`src/rtl/ram_sp_clr.sv`:
```
// Single-port synchronous RAM with per-byte write enables and a hardware clear sequencer.
// Latency: read data 1 cycle after the read edge (2 cycles with RAM_SP_CLR_OUT_REG_EN).
// Backpressure: none; busy=1 while clearing, and accesses issued then are dropped.
//
// Optional feature macro: RAM_SP_CLR_OUT_REG_EN adds an output pipeline stage.
//   When it is defined, dout and dout_valid move through the extra stage together.
//
// Ports:
//   clk        rising-edge clock
//   rst        synchronous active-high reset; it restarts the clear sequence
//   cen        chip enable (1 = access this cycle)
//   wen        1 = write, 0 = read (qualified by cen)
//   be         byte enables for writes; be[k] covers din[8k+7:8k]
//   addr       word address; out-of-range writes are dropped and reads return 0
//   din        write data
//   dout       registered read data; 0 on any cycle that is not a read
//   dout_valid high for exactly the cycle dout carries read data
//   busy       high while the clear sequence runs

module ram_sp_clr #(
  parameter int DATA_W = 32,
  parameter int ADDR_W = 5,
  parameter int DEPTH  = 32
) (
  input  logic                  clk,
  input  logic                  rst,
  input  logic                  cen,
  input  logic                  wen,
  input  logic [DATA_W/8-1:0]   be,
  input  logic [ADDR_W-1:0]     addr,
  input  logic [DATA_W-1:0]     din,
  output logic [DATA_W-1:0]     dout,
  output logic                  dout_valid,
  output logic                  busy
);

  localparam int BE_W = DATA_W / 8;

  // One-hot pair with a default arm, so any corrupted state falls back to CLEAR.
  localparam logic [1:0] CLEAR = 2'b01;
  localparam logic [1:0] READY = 2'b10;

  localparam logic [ADDR_W:0]   DEPTH_L = (ADDR_W + 1)'(DEPTH);
  localparam logic [ADDR_W-1:0] LAST_A  = ADDR_W'(DEPTH - 1);

  logic [DATA_W-1:0] mem [DEPTH];

  logic [1:0]        state;
  logic [ADDR_W-1:0] clr_addr;
  logic              in_range;
  logic [DATA_W-1:0] rd_dat;
  logic              rd_vld;

  assign in_range = ({1'b0, addr} < DEPTH_L);
  assign busy     = (state != READY);

  // Control and first read stage. The reset edge leaves memory alone;
  // zeroing happens one word per cycle once reset is released.
  always_ff @(posedge clk) begin
    if (rst) begin
      state    <= CLEAR;
      clr_addr <= '0;
      rd_dat   <= '0;
      rd_vld   <= 1'b0;
    end else begin
      rd_dat <= '0;
      rd_vld <= 1'b0;
      case (state)
        CLEAR: begin
          clr_addr <= clr_addr + 1'b1;
          if (clr_addr == LAST_A) begin
            state <= READY;
          end
        end
        READY: begin
          if (cen && !wen) begin
            rd_dat <= in_range ? mem[addr] : '0;
            rd_vld <= 1'b1;
          end
        end
        default: begin
          state    <= CLEAR;
          clr_addr <= '0;
        end
      endcase
    end
  end

  // Storage array: kept free of reset so it can map onto RAM macros.
  always_ff @(posedge clk) begin
    if (!rst) begin
      if (state == CLEAR) begin
        mem[clr_addr] <= '0;
      end else if (state == READY && cen && wen && in_range) begin
        for (int k = 0; k < BE_W; k++) begin
          if (be[k]) begin
            mem[addr][8*k +: 8] <= din[8*k +: 8];
          end
        end
      end
    end
  end

`ifdef RAM_SP_CLR_OUT_REG_EN
  // Second stage: stage one always loads zero or valid data, so a read
  // already in flight drains here even if cen drops behind it.
  logic [DATA_W-1:0] pipe_dat;
  logic              pipe_vld;

  always_ff @(posedge clk) begin
    if (rst) begin
      pipe_dat <= '0;
      pipe_vld <= 1'b0;
    end else begin
      pipe_dat <= rd_dat;
      pipe_vld <= rd_vld;
    end
  end

  assign dout       = pipe_dat;
  assign dout_valid = pipe_vld;
`else
  assign dout       = rd_dat;
  assign dout_valid = rd_vld;
`endif

endmodule

```
`config.mk`:
```
export PLATFORM = sky130hd
export DESIGN_NAME = ram_sp_clr
export DESIGN_NICKNAME = d
export VERILOG_FILES = /design/src/rtl/ram_sp_clr.sv
export SDC_FILE = /design/constraint.sdc
export NUM_CORES = 1
export LEC_CHECK = 0
export ABC_AREA = 0
export BUFFER_PORTS_ARGS = -buffer_cell sky130_fd_sc_hd__buf_2
export CAP_MARGIN = 0
export CORE_MARGIN = 1.5
export CORE_UTILIZATION = 35
export DETAILED_ROUTE_END_ITERATION = 8
export PLACE_DENSITY = 0.55
export SYNTH_ARGS = -nofsm -noshare
export SYNTH_HDL_FRONTEND = slang
export SYNTH_SLANG_ARGS = --single-unit
```
`constraint.sdc`:
```
create_clock -name clk -period 3.7 [get_ports clk]
set_input_delay 0.185 -clock clk [delete_from_list [all_inputs] [get_ports clk]]
set_output_delay 0.185 -clock clk [all_outputs]
set_load 0.03 [all_outputs]
```
# After elaboration in Yosys (flattened, before gate mapping)
# Memory sizes are Yosys's and may differ from the RTL's. A register that Yosys moved wholly into a read port is not among the register bits.
# Cells that the tools add are included.
dict set report totals {
  ramBits 1024
  output_inout_bits 34
  latchBits 0
  input_bits 45
  elab_cells 50
  mem_count 1
  register_bits 8
  mem_bits_ro 0
}
dict set report op_classes {
  n_lt_le_gt_ge 0
  eq_ne 5
  n_reduce_logical 8
  n_div 0
  n_mul 0
  n_addsub 1
  shift 0
  bitwise_logic 2
  muxes 30
}
# name depth word_bits read_ports rd_clocked_by_memory_dff write_ports line_no
set memory_table {}
lappend memory_table {mem 32 32 1 1 1 46} ;# logic [DATA_W-1:0] mem [DEPTH];
# op n
set ops {}
lappend ops {{two-way mux 32 bit} 1}
lappend ops {{OR reduction 32 bit} 1}
lappend ops {{two-way mux 1 bit} 24}
lappend ops {{case mux 5 bit (2 select lines)} 1}
lappend ops {{adder 5 x 1 -> 5 bit, second input constant} 1}
lappend ops {{== test 5 bit, second input constant} 1}
lappend ops {{two-way mux 5 bit} 1}
lappend ops {{two-way mux 4 bit} 1}
lappend ops {{!= test 2 bit, second input constant} 2}
lappend ops {{case mux 2 bit (2 select lines)} 1}
lappend ops {{logical AND 1 bit} 3}
lappend ops {{OR reduction 3 bit} 1}
lappend ops {{== test 2 x 1 -> 1 bit, second input constant} 1}
lappend ops {{== test 2 bit, second input constant} 1}
lappend ops {{two-way mux 2 bit} 1}
lappend ops {{NOT 1 bit} 2}
lappend ops {{AND reduction 2 bit} 1}
lappend ops {{OR reduction 2 bit} 1}
lappend ops {{logical NOT 1 bit} 1}

# Depth between registers and ports, before layout
dict set report depth {
  depth_word 9
  mapped_depth 9
  mapped_depth_nobuf 6
}

# Least setup slack after synthesis
# OpenSTA, ideal clock, no wires.
dict set report synth_path {
  path_kind {in2reg}
  from {input port rst}
  to {memory mem[10][24], enable pin}
  arrival_time_ns 1.806
  n_path_buf 2
  required_time_ns 3.330
  path_stages 6
  path_slack_ns 1.523
  setup_time_ns 0.370
  cell_sequence {buf_2 > nand4bb_4 > nor4_2 > o21ai_2 > buf_6 > nor2_1}
}
dict set report synth_between {
  elab_chain_cells 4
  elab_cells_between_ends 13
  cone_classes {mux: 12; reduce/logical: 1}
}
# item line_no
set synth_lines {}
lappend synth_lines {{start, declared} 26} ;# input logic rst,
lappend synth_lines {{two-way mux 1 bit} 91} ;# if (!rst) begin
lappend synth_lines {{two-way mux 1 bit (not written as such)} 97} ;# mem[addr][8*k +: 8] <= din[8*k +: 8];
lappend synth_lines {{OR reduction 32 bit (no source line)} n/a}
lappend synth_lines {{two-way mux 5 bit (no source line) / two-way mux 4 bit (equally long branches)} n/a}
lappend synth_lines {{end, declared} 46}
# Parallel ways exist; a longest one is shown, timed or not.

# Final worst setup path
dict set report layout_path {
  from {register state[1]}
  to {memory mem[10][25], enable pin}
}
dict set report layout_between {
  elab_chain_cells 9
  elab_cells_between_ends 26
  cone_classes {eq/ne: 2; mux: 21; reduce/logical: 3}
}
# item line_no
set layout_lines {}
lappend layout_lines {{start, declared} 48} ;# logic [1:0] state;
lappend layout_lines {{start signal, assigned} 61} ;# state <= CLEAR;
lappend layout_lines {{start signal, assigned} 72} ;# state <= READY;
lappend layout_lines {{start signal, assigned} 82} ;# state <= CLEAR;
lappend layout_lines {{== test 2 bit} 94} ;# end else if (state == READY && cen && wen && in_range) begin
lappend layout_lines {{logical AND 1 bit (2 in a row)} 94}
lappend layout_lines {{two-way mux 1 bit} 94}
lappend layout_lines {{two-way mux 1 bit} 92} ;# if (state == CLEAR) begin
lappend layout_lines {{two-way mux 1 bit} 91}
lappend layout_lines {{two-way mux 1 bit (not written as such)} 97}
lappend layout_lines {{OR reduction 32 bit (no source line)} n/a}
lappend layout_lines {{two-way mux 5 bit (no source line) / two-way mux 4 bit (equally long branches)} n/a}
# Parallel ways exist; a longest one is shown, timed or not.

==> metrics.md <==
| Metric | Value |
|---|---|
| CP Capture Type | register |
| RSZ-0062 raised after global routing | false |
| CP max FO | 9 |
| Die X | 347 µm |
| Clk slew on worst S/H paths | roughly 0.060 ns |
| TritonRoute pass-1 iters | 5 |
| Compound-gate portion of the synthesized area | roughly 3.2% |
| P_sw | 5.13 mW |
| Grt peak-use layer | met2 |
| Die Ht | 347 µm |
| LEAKAGE | 14.4 nW |
| DRC | 0 |
| Via/cell ratio | 5.31 |
| Post-synthesis mux area share | 15.7% |
| Synthesis warning total | 0 |
| Num rows | 125 |
| Status | complete, no violations |
| Grt met3 use | between 3 and 4% |
| Number of global-route vias before repair | 20.7k |
| CTS buffer count | 108 |
| Seq pwr share | 53.0% |
| Met2 usage | between 20% and 30% |
| Switching Share | 20.8% |
| Synth Area in Simple Gates | 2.83% |
| All-Layer GR Usage | 16.5% |
| # diodes | 0 |
| Initial Util | 35.5% |
| Clock network power share | 43.8% |
| Most common flop cell mapped by yosys | edfxtp_1 |
| Total power | 24.7 mW |
| Mapped Area | 41400 µm² |
| Clock sinks | 1064 |
| Number of flops mapped to enable cells by yosys | 1024 |
| Worst-case clock skew | roughly 0.026 ns |
| Post-detail-place hpwl | 62500 µm |
| Mapped Nets | 2028 |
| Arrival @ worst endpoint | 3.56 ns |
| Comb pwr share | 3.2% |
| First-pass GRT wire length | 145000 µm |
| Initial DRC Count | approximately 1.8k |
| F_max | 0.309 GHz |
| Fraction of layout cells with a size suffix above 1 | 25.6% |
| PwrDens | roughly 520 nW/µm² |
| GP Congestion | approximately 0.8 |
| CTS tree | done |
| HP Class | in -> reg |
| Commonest non-fill, non-tap cell in the layout | edfxtp_1 |
| Max Slew Vio Count | 0 |
| Longest Clk Path Bufs | 3 |
| Cells after Synth | 1981 |
| Final worst path period need | 3.23 ns |
| Pre-CTS setup slack | about 0.52 ns |
| Post-Synth Adder-Cell Area | 0.0605% |
| Core ar. | between 100000 and 150000 µm² |
| Rel. slew slack | 13.6% |
| Xor-xnor portion of the synthesized cell area | 0.0423% |
| Root buf cell | clkbuf_16 |
| CP Class | reg -> reg |
| Post-route ant nets | 0 |
| Remaining Overflow, GRT | 0 |
| Die area | 120000 µm² |
| Unique cell type count in the Yosys netlist | 46 |
| Power Internal | 19.6 mW |
| Post-CTS Setup Bufs | 0 |
| Port bufs | 78 |
| Data required, critical path | 4.03 ns |
| Async set or reset register ratio after synthesis | 0% |
| Hold Buf Count CTS | 2 |
| Vias | 19.9k |
| Io pins | slightly below 80 |
| Htree depth | 3 |
| Setup TNS | 0 ns |
| Syn_area_per_cell | approximately 21 µm² |
| Worst-Skew Late Latency | 0.69 ns |
| Largest family of logic cells by synthesized area | multiplexers |
| Routed len/inst | 26.5 µm |
| Period utilisation layout | 87.3% |
| Register area share after synthesis | approximately three quarters |
| Design Area, Final | 47200 µm² |
| Most frequent cells in the layout | edfxtp_1 (1024), mux4_2 (224), nor2_1 (153) |
| Antenna violations before repair | 0 |
| Layout area overhead | 14.1% |
| Maximum VDD drop | 0.333 mV |
| PostCTS Resize Cnt | 0 |
| Setup violations, final | 0 |
| Final worst slack | 0.468 ns |
| # nets final | about 2.2k |
| Slew @ Worst Pin | 1.26 ns |
| Synthesized flop and latch total | 1064 |
| Final WL | 99300 µm |
| Placed cell area | 43600 µm² |
| Largest net degree at the start of global routing | 102 |
| Final hold vios | 0 |
| Met1 usage | about 23% |
| Critical path launch point type | register |
| Max Cap Viol | 0 |
cells by family (layout without fill, tap and decap cells):
logic type      Yosys count  in the layout
xor+xnor                  2              2
fa+ha+maj                 2              2
buf+inv                 127            371
flops                  1064           1064
mux                     368            368
simple gates            248            248
compound gates          170            170
stage by stage:
| stage | util (%) | hold WS [ns] | cells |
|---|---|---|---|
| final | 40.5 | 0.130 | 3749 |
| after global routing | 40.5 | 0.110 | 3749 |
| after CTS | 40.5 | 0.0814 | 3749 |
| after detailed placement | 37.4 | 0.472 | 3546 |
| after global placement | 37.4 | 0.451 | 3544 |
| after floorplan | - | 0.424 | 1981 |
worst max-delay path: stages (launching register included):
cell and delay (ns):
dfxtp_1 0.46, nand4bb_4 0.19, nor3_4 0.55, mux2i_1 1.09, buf_4 0.37, nor2_1 0.21
power by group through the flow:
stage          clock network [mW]  registers (mW)  logic [mW]
2_1_floorplan                   0            13.3       0.565
3_3_place_gp                    0            13.3       0.784
3_5_place_dp                    0            13.3       0.803
4_1_cts                      11.0            13.1       0.805
5_1_grt                      11.5            13.1       0.847
6_report                     10.8            13.1       0.793
state kept, by name (all words and copies together) (netlist names):
name and count:
state 2, dout 32, mem 1024, clr_addr 5, dout_valid 1
Yosys cell counts, types with 2 or more instances:
cell | n | share of area (%)
o2111ai_1 | 6 | 0.13
buf_2 | 32 | 0.39
a221o_1 | 32 | 0.77
buf_8 | 2 | 0.073
a21oi_1 | 2 | 0.024
nand2_1 | 19 | 0.17
dfxtp_1 | 40 | 1.9
inv_1 | 8 | 0.073
nor2b_1 | 5 | 0.076
nor4_1 | 2 | 0.030
clkbuf_1 | 40 | 0.36
buf_6 | 17 | 0.46
mux2i_1 | 144 | 3.5
nor3_1 | 12 | 0.15
mux4_2 | 224 | 12
a31oi_1 | 32 | 0.48
buf_12 | 4 | 0.19
o21ai_2 | 4 | 0.085
a221oi_1 | 26 | 0.55
edfxtp_1 | 1024 | 74
buf_1 | 3 | 0.027
nand3b_2 | 3 | 0.082
o21ai_1 | 18 | 0.22
nor4_2 | 2 | 0.060
o21ai_0 | 8 | 0.097
nor2_1 | 155 | 1.4
and2_1 | 33 | 0.50
ha_1 | 2 | 0.060
a22oi_1 | 36 | 0.65
buf_4 | 20 | 0.36
nand2b_1 | 8 | 0.12
o31ai_1 | 4 | 0.073
cell type report:
type	instances	area, µm²
Tap cell	1524	1910
Timing Repair Buffer	161	1110
Inverter	9	36.3
Fill cell	10300	69500
Clock buffer	126	2770
Clock inverter	75	764
Multi-Input combinational cell	790	9060
Sequential cell	1064	31600
per-layer routing:
| metal | wire length (µm) | share of wire, % |
|---|---|---|
| met5 | 0 | 0 |
| met4 | 2510 | 2.5 |
| met1 | 43300 | 44 |
| met3 | 6850 | 6.9 |
| met2 | 46600 | 47 |
path summary, 6_finish.rpt:
path / endpoint / from / depth (start not counted) / slack (ns)
min: dout[16]$_SDFF_PP0_ / addr[4] / 3 / 0.13
max: mem[10][25]$_DFFE_PP_ / state[1]$_SDFFE_PP0P_ / 5 / 0.47
max reg2reg: mem[10][25]$_DFFE_PP_ / state[1]$_SDFFE_PP0P_ / 5 / 0.47
min reg2reg: clr_addr[0]$_SDFFE_PP0P_ / state[0]$_SDFFE_PP1P_ / 2 / 0.53
Note: power is estimated with default switching activity, not from simulation.
